**config.mk**
```make
export PLATFORM = sky130hd
export DESIGN_NAME = gin_xbus_mc
export DESIGN_NICKNAME = d
export VERILOG_FILES = /design/src/rtl/gin_pkg.sv /design/src/rtl/gin_col_fifo.sv /design/src/rtl/gin_xbus_mc.sv
export SDC_FILE = /design/constraint.sdc
export NUM_CORES = 2
export LEC_CHECK = 0
export BUFFER_PORTS_ARGS = -buffer_cell sky130_fd_sc_hd__buf_2
export CORE_MARGIN = 1
export CORE_UTILIZATION = 35
export CTS_CLUSTER_SIZE = 30
export DETAILED_ROUTE_END_ITERATION = 8
export SYNTH_ARGS = -nofsm -noshare
export SYNTH_HDL_FRONTEND = slang
export SYNTH_SLANG_ARGS = --single-unit
```
**constraint.sdc**
```tcl
create_clock -name link_clk -period 14.3 [get_ports link_clk]
set_clock_uncertainty 0.2 [all_clocks]
set_input_delay 2.86 -clock link_clk [delete_from_list [all_inputs] [get_ports link_clk]]
set_output_delay 2.86 -clock link_clk [all_outputs]
set_load 0.02 [all_outputs]
```
**src/rtl/gin_pkg.sv**
```systemverilog
// Shared defaults for the column crossbar: payload/tag widths, column count,
// buffer depth and the broadcast tag value.
package gin_pkg;
    localparam int GIN_DATA_WIDTH    = 64;
    localparam int GIN_COL_TAG_WIDTH = 4;
    localparam int GIN_NUM_OF_COLS   = 14;
    localparam int GIN_FIFO_DEPTH    = 2;
    localparam int GIN_BCAST_EN      = 1;

    localparam logic [GIN_COL_TAG_WIDTH-1:0] GIN_BCAST_TAG = '1;
endpackage

```
**src/rtl/gin_col_fifo.sv**
```systemverilog
// Per-column output buffer: power-of-two ring with a registered occupancy
// count. The head is forced to zero while empty.
module gin_col_fifo #(
    parameter int DATA_WIDTH = 64,
    parameter int FIFO_DEPTH = 2
) (
    input  logic                  clk,
    input  logic                  rst_n,
    input  logic                  push,
    input  logic [DATA_WIDTH-1:0] din,
    input  logic                  pop_rdy,
    output logic [DATA_WIDTH-1:0] dout,
    output logic                  valid,
    output logic                  full
);
    localparam int PW = $clog2(FIFO_DEPTH);
    localparam int CW = PW + 1;

    logic [FIFO_DEPTH-1:0][DATA_WIDTH-1:0] mem_q;
    logic [PW-1:0] wr_ptr_q, wr_ptr_d;
    logic [PW-1:0] rd_ptr_q, rd_ptr_d;
    logic [CW-1:0] count_q, count_d;
    logic          pop;

    always_comb begin
        valid    = (count_q != '0);
        full     = (count_q == CW'(FIFO_DEPTH));
        pop      = valid && pop_rdy;
        dout     = valid ? mem_q[rd_ptr_q] : '0;
        wr_ptr_d = push ? PW'(wr_ptr_q + 1'b1) : wr_ptr_q;
        rd_ptr_d = pop  ? PW'(rd_ptr_q + 1'b1) : rd_ptr_q;
        count_d  = count_q;
        if (push && !pop)
            count_d = count_q + 1'b1;
        else if (pop && !push)
            count_d = count_q - 1'b1;
    end

    always_ff @(posedge clk or negedge rst_n) begin
        if (!rst_n) begin
            wr_ptr_q <= '0;
            rd_ptr_q <= '0;
            count_q  <= '0;
        end else begin
            wr_ptr_q <= wr_ptr_d;
            rd_ptr_q <= rd_ptr_d;
            count_q  <= count_d;
        end
    end

    // Storage needs no reset: the head is masked until a write lands.
    always_ff @(posedge clk) begin
        if (push)
            mem_q[wr_ptr_q] <= din;
    end
endmodule

```
**src/rtl/gin_xbus_mc.sv**
```systemverilog
// Multicast column bus: one upstream word is pushed atomically into every
// column whose scanned-in ID matches the tag (or all columns on broadcast).
module gin_xbus_mc
    import gin_pkg::*;
#(
    parameter int DATA_WIDTH    = GIN_DATA_WIDTH,
    parameter int COL_TAG_WIDTH = GIN_COL_TAG_WIDTH,
    parameter int NUM_OF_COLS   = GIN_NUM_OF_COLS,
    parameter int FIFO_DEPTH    = GIN_FIFO_DEPTH,
    parameter int BCAST_EN      = GIN_BCAST_EN
) (
    input  logic                              link_clk,
    input  logic                              reset,
    input  logic [DATA_WIDTH-1:0]             data_in,
    input  logic [COL_TAG_WIDTH-1:0]          col_tag,
    input  logic                              enable_in,
    output logic                              ready_out,
    output logic [NUM_OF_COLS*DATA_WIDTH-1:0] data_out,
    output logic [NUM_OF_COLS-1:0]            enable_out,
    input  logic [NUM_OF_COLS-1:0]            ready_in,
    input  logic                              se_id,
    input  logic                              si_id,
    output logic                              so_id,
    output logic                              drop_out
);
    localparam int CHAIN_W = NUM_OF_COLS * COL_TAG_WIDTH;
    localparam logic [COL_TAG_WIDTH-1:0] BCAST_TAG = '1;

    logic [NUM_OF_COLS-1:0][COL_TAG_WIDTH-1:0] col_id_q, col_id_d;
    logic [CHAIN_W-1:0]     chain;
    logic [NUM_OF_COLS-1:0] match, full, push;
    logic                   bcast, accept;
    logic                   drop_q, drop_d;

    always_comb begin
        match = '0;
        bcast = (BCAST_EN != 0) && (col_tag == BCAST_TAG);
        for (int i = 0; i < NUM_OF_COLS; i++)
            match[i] = bcast || (col_tag == col_id_q[i]);
        // Stall the whole word if any target is full: no partial multicast.
        ready_out = reset && !se_id && ((match & full) == '0);
        accept    = enable_in && ready_out;
        push      = accept ? match : '0;
        drop_d    = accept && (match == '0);

        // The IDs form one long shift chain, column 0 LSB first.
        chain    = col_id_q;
        col_id_d = col_id_q;
        if (se_id)
            col_id_d = {chain[CHAIN_W-2:0], si_id};
    end

    always_ff @(posedge link_clk or negedge reset) begin
        if (!reset) begin
            col_id_q <= '0;
            drop_q   <= 1'b0;
        end else begin
            col_id_q <= col_id_d;
            drop_q   <= drop_d;
        end
    end

    assign so_id    = col_id_q[NUM_OF_COLS-1][COL_TAG_WIDTH-1];
    assign drop_out = drop_q;

    for (genvar i = 0; i < NUM_OF_COLS; i++) begin : g_col
        gin_col_fifo #(
            .DATA_WIDTH (DATA_WIDTH),
            .FIFO_DEPTH (FIFO_DEPTH)
        ) u_fifo (
            .clk     (link_clk),
            .rst_n   (reset),
            .push    (push[i]),
            .din     (data_in),
            .pop_rdy (ready_in[i]),
            .dout    (data_out[i*DATA_WIDTH +: DATA_WIDTH]),
            .valid   (enable_out[i]),
            .full    (full[i])
        );
    end
endmodule

```
==> metrics <==
number of synthesis warnings=0; Core ar.=between 0.2 and 0.25 mm²; post-CTS setup buffers=0; first-pass iteration count of the detailed router=5; nets=around 5500; grt total ovfl=0; depth of the CTS H-tree=4; Longest Clk Path Bufs=3; die height=458.8 µm; vias in the first global route=around 40000; Post-synth top cells=edfxtp_1, nor2_1, mux2i_1, clkbuf_1, dfrtp_1; Mapped Nets=roughly 4400; overall power=about 19 mW; CTS Buf Count=between 150 and 200; die area=roughly 0.21 mm²; area delta synth->final=20.28%; Yosys top cell area share=73.67%; top-count cell post-synth=edfxtp_1; Reg clk slew, reported paths=about 0.060 ns; Crit path top cell by count=buf_2; max_slew headroom=a little under a fifth; Data arrival, critical path=5.47 ns; vias per cell=slightly above 5; Async SR Flop Fraction=5.932%; pwr dens=roughly 210 mW/mm²; count of final setup violators=0; count of state elements after synthesis=between 1500 and 2000; sequential cell area=roughly 0.057 mm²; die width=roughly 460 µm; Routed Antenna Nets=0; Max VDD drop=between 0.1 and 0.15 mV; DRC=0; Crit path largest cell delay=0.76 ns; Leak Pwr=~34 nW; Worst path slowest cell=nor4_1; HP Class=register to register; sequential cell area fraction in the yosys report=between 70 and 80%; setup TNS=0 ns; largest net degree at the start of global routing=66; gr usage total=between 20 and 25%; Max Freq=around 0.12 GHz; Final Util=between 40% and 50%; TritonCTS clock tree=built; final period utilization=59.63%; Starting Density=35.24%; Netlist cell types=46; RSZ-0062 raised after global routing=false; post-CTS sizing=0; placed cell area=0.08153 mm²; Buf/Inv on CP=2; Fin. Hold Viols=0; syn avg cell area=roughly 17 µm²; post-DP HPWL=roughly 160 mm; Worst-Margin Slew=about 1.2 ns; DR vias=41980; MaxCap Viol Count=0; RD Place Congestion=approximately 0.86; Worst Setup Path Type=primary input to primary output; footprint of the multi-input gates=0.01554 mm²; Clock Root Buffer=clkbuf_16; share of cells above drive strength 1=around 27%; crit path capture type=primary output; minimum clock period=between 8 and 9 ns; Yosys top cell by area=edfxtp_1; Clk Latency, worst-skew pair=0.84 ns; Synth area leaders=edfxtp_1, mux2i_1, nor2_1, dfrtp_1, mux2_2; Core Rows=around 170; worst-path maximum fanout=18; Top FF cell, synth=edfxtp_1; CP Cell Sequence=buf_2 > xnor2_1 > a41oi_1 > a2bb2oi_2 > nand4_2 > nor4_1 > buf_2; I/O pins=1000; Filler cells=~19000; Top delay family on crit path=simple AND/OR/NAND/NOR gates; Post-Synthesis Cells=4327; Starting DRT DRC Count=a little over 4000; drt wl/cell=~30 µm; Synth Cell Area=between 0.07 and 0.08 mm²; post-route cell area=0.08786 mm²; clk sinks=1905; Setup crit start kind=primary input; buffers added on ports=~1000; Hold Worst Slack=between 0.3 and 0.4 ns; Max Slew Vio Count=0; first-pass GRT wire length=about 330 mm; Worst EP required=between 10 and 15 ns; number of flops mapped to enable cells by yosys=around 1800; outcome=finished, final reports clean; WL final=roughly 250 mm; initial antenna violation count=12; Post-CTS Hold Buffers=0
==> placed cells by master (no fill, tap or decap), types with 6 or more instances in the layout <==
master	n
ha_1	14
nand2_1	18
nor2_4	40
nand4_1	8
buf_4	86
or4_4	8
buf_2	998
dfrtp_1	99
bufinv_16	15
inv_1	46
xnor2_1	72
nor2_1	912
edfxtp_1	1792
clkinv_4	7
clkinv_1	47
xor2_1	54
diode_2	6
inv_6	6
mux2_2	56
or3_1	6
mux2i_1	896
clkbuf_16	200
nor4_1	8
dfrtp_4	14
clkinv_2	39
clkbuf_1	34
==> power breakdown <==
part,switching (mW),internal (mW),leakage [nW],total (mW)
clock network,2.20,2.85,3.09,5.05
registers,0.519,6.30,17.5,6.82
logic,4.81,2.02,13.4,6.83
==> logic make-up after synthesis <==
family / Yosys count / share of synthesized area (%)
flip-flops: 1905 / 77.54
AND/OR/NAND/NOR: 1034 / 5.642
multiplexers: 952 / 13.14
buffers and inverters: 276 / 1.619
XOR/XNOR: 126 / 1.511
AO/OA/AOI/OAI: 20 / 0.3083
adder cells (fa/ha/maj): 14 / 0.2398
==> final timing paths <==
kind | cells after the start | endpoint | slack, ns | start
max | 7 | ready_out | 5.77 | col_tag[3]
min | 1 | g_col[1].u_fifo.count_q[1] | 0.35 | g_col[1].u_fifo.count_q[1]
max reg2reg | 7 | g_col[9].u_fifo.mem_q[14] | 9.68 | chain[23]
min reg2reg | 1 | g_col[1].u_fifo.count_q[1] | 0.35 | g_col[1].u_fifo.count_q[1]
max in group asynchronous | 2 | g_col[12].u_fifo.rd_ptr_q | 10.51 | reset
min in group asynchronous | 1 | chain[54] | 1.87 | reset
==> worst register-to-register path, cell delays in order, from the launching register on <==
cell and delay (ns):
dfrtp_1 0.42, xnor2_1 0.16, a41oi_1 0.38, a2bb2oi_2 0.19, nand4_2 0.37, or4_4 0.75, nor2_4 0.84, buf_4 0.88
==> layer usage <==
| layer | GRT usage (%) | vias to the layer above | share of wire, % |
|---|---|---|---|
| li1 | - | 18050 | - |
| met1 | 30.17 | 21720 | 41 |
| met2 | 37.21 | 1869 | 47 |
| met3 | 5.728 | 335 | 8.5 |
| met4 | 8.644 | 0 | 3.8 |
| met5 | 0 | - | 0 |
==> through the flow <==
stage,setup WS (ns),instances
floorplan,3.256,4327
global placement,5.858,7969
detailed placement,5.800,7969
CTS,5.805,8331
global route,5.701,8332
finish,5.772,8337
==> state kept, by name, summed over array words and instances, names as in the netlist <==
signal and flops:
g_col.u_fifo.count_q 28, g_col.u_fifo.wr_ptr_q 14, so_id 1, drop_out 1
chain 55, g_col.u_fifo.mem_q 1792, g_col.u_fifo.rd_ptr_q 14
==> layout make-up <==
type / instances / share of cell area [%]
inverter: 46 / 0.1965
tap: 2788 / 3.970
multi-input combinational: 2146 / 17.68
clock inverter: 127 / 1.327
sequential: 1905 / 64.53
antenna: 6 / 0.01709
timing repair buffer: 1084 / 6.420
clock buffer: 235 / 5.857
No activity file was read; power rests on OpenSTA's default activity.
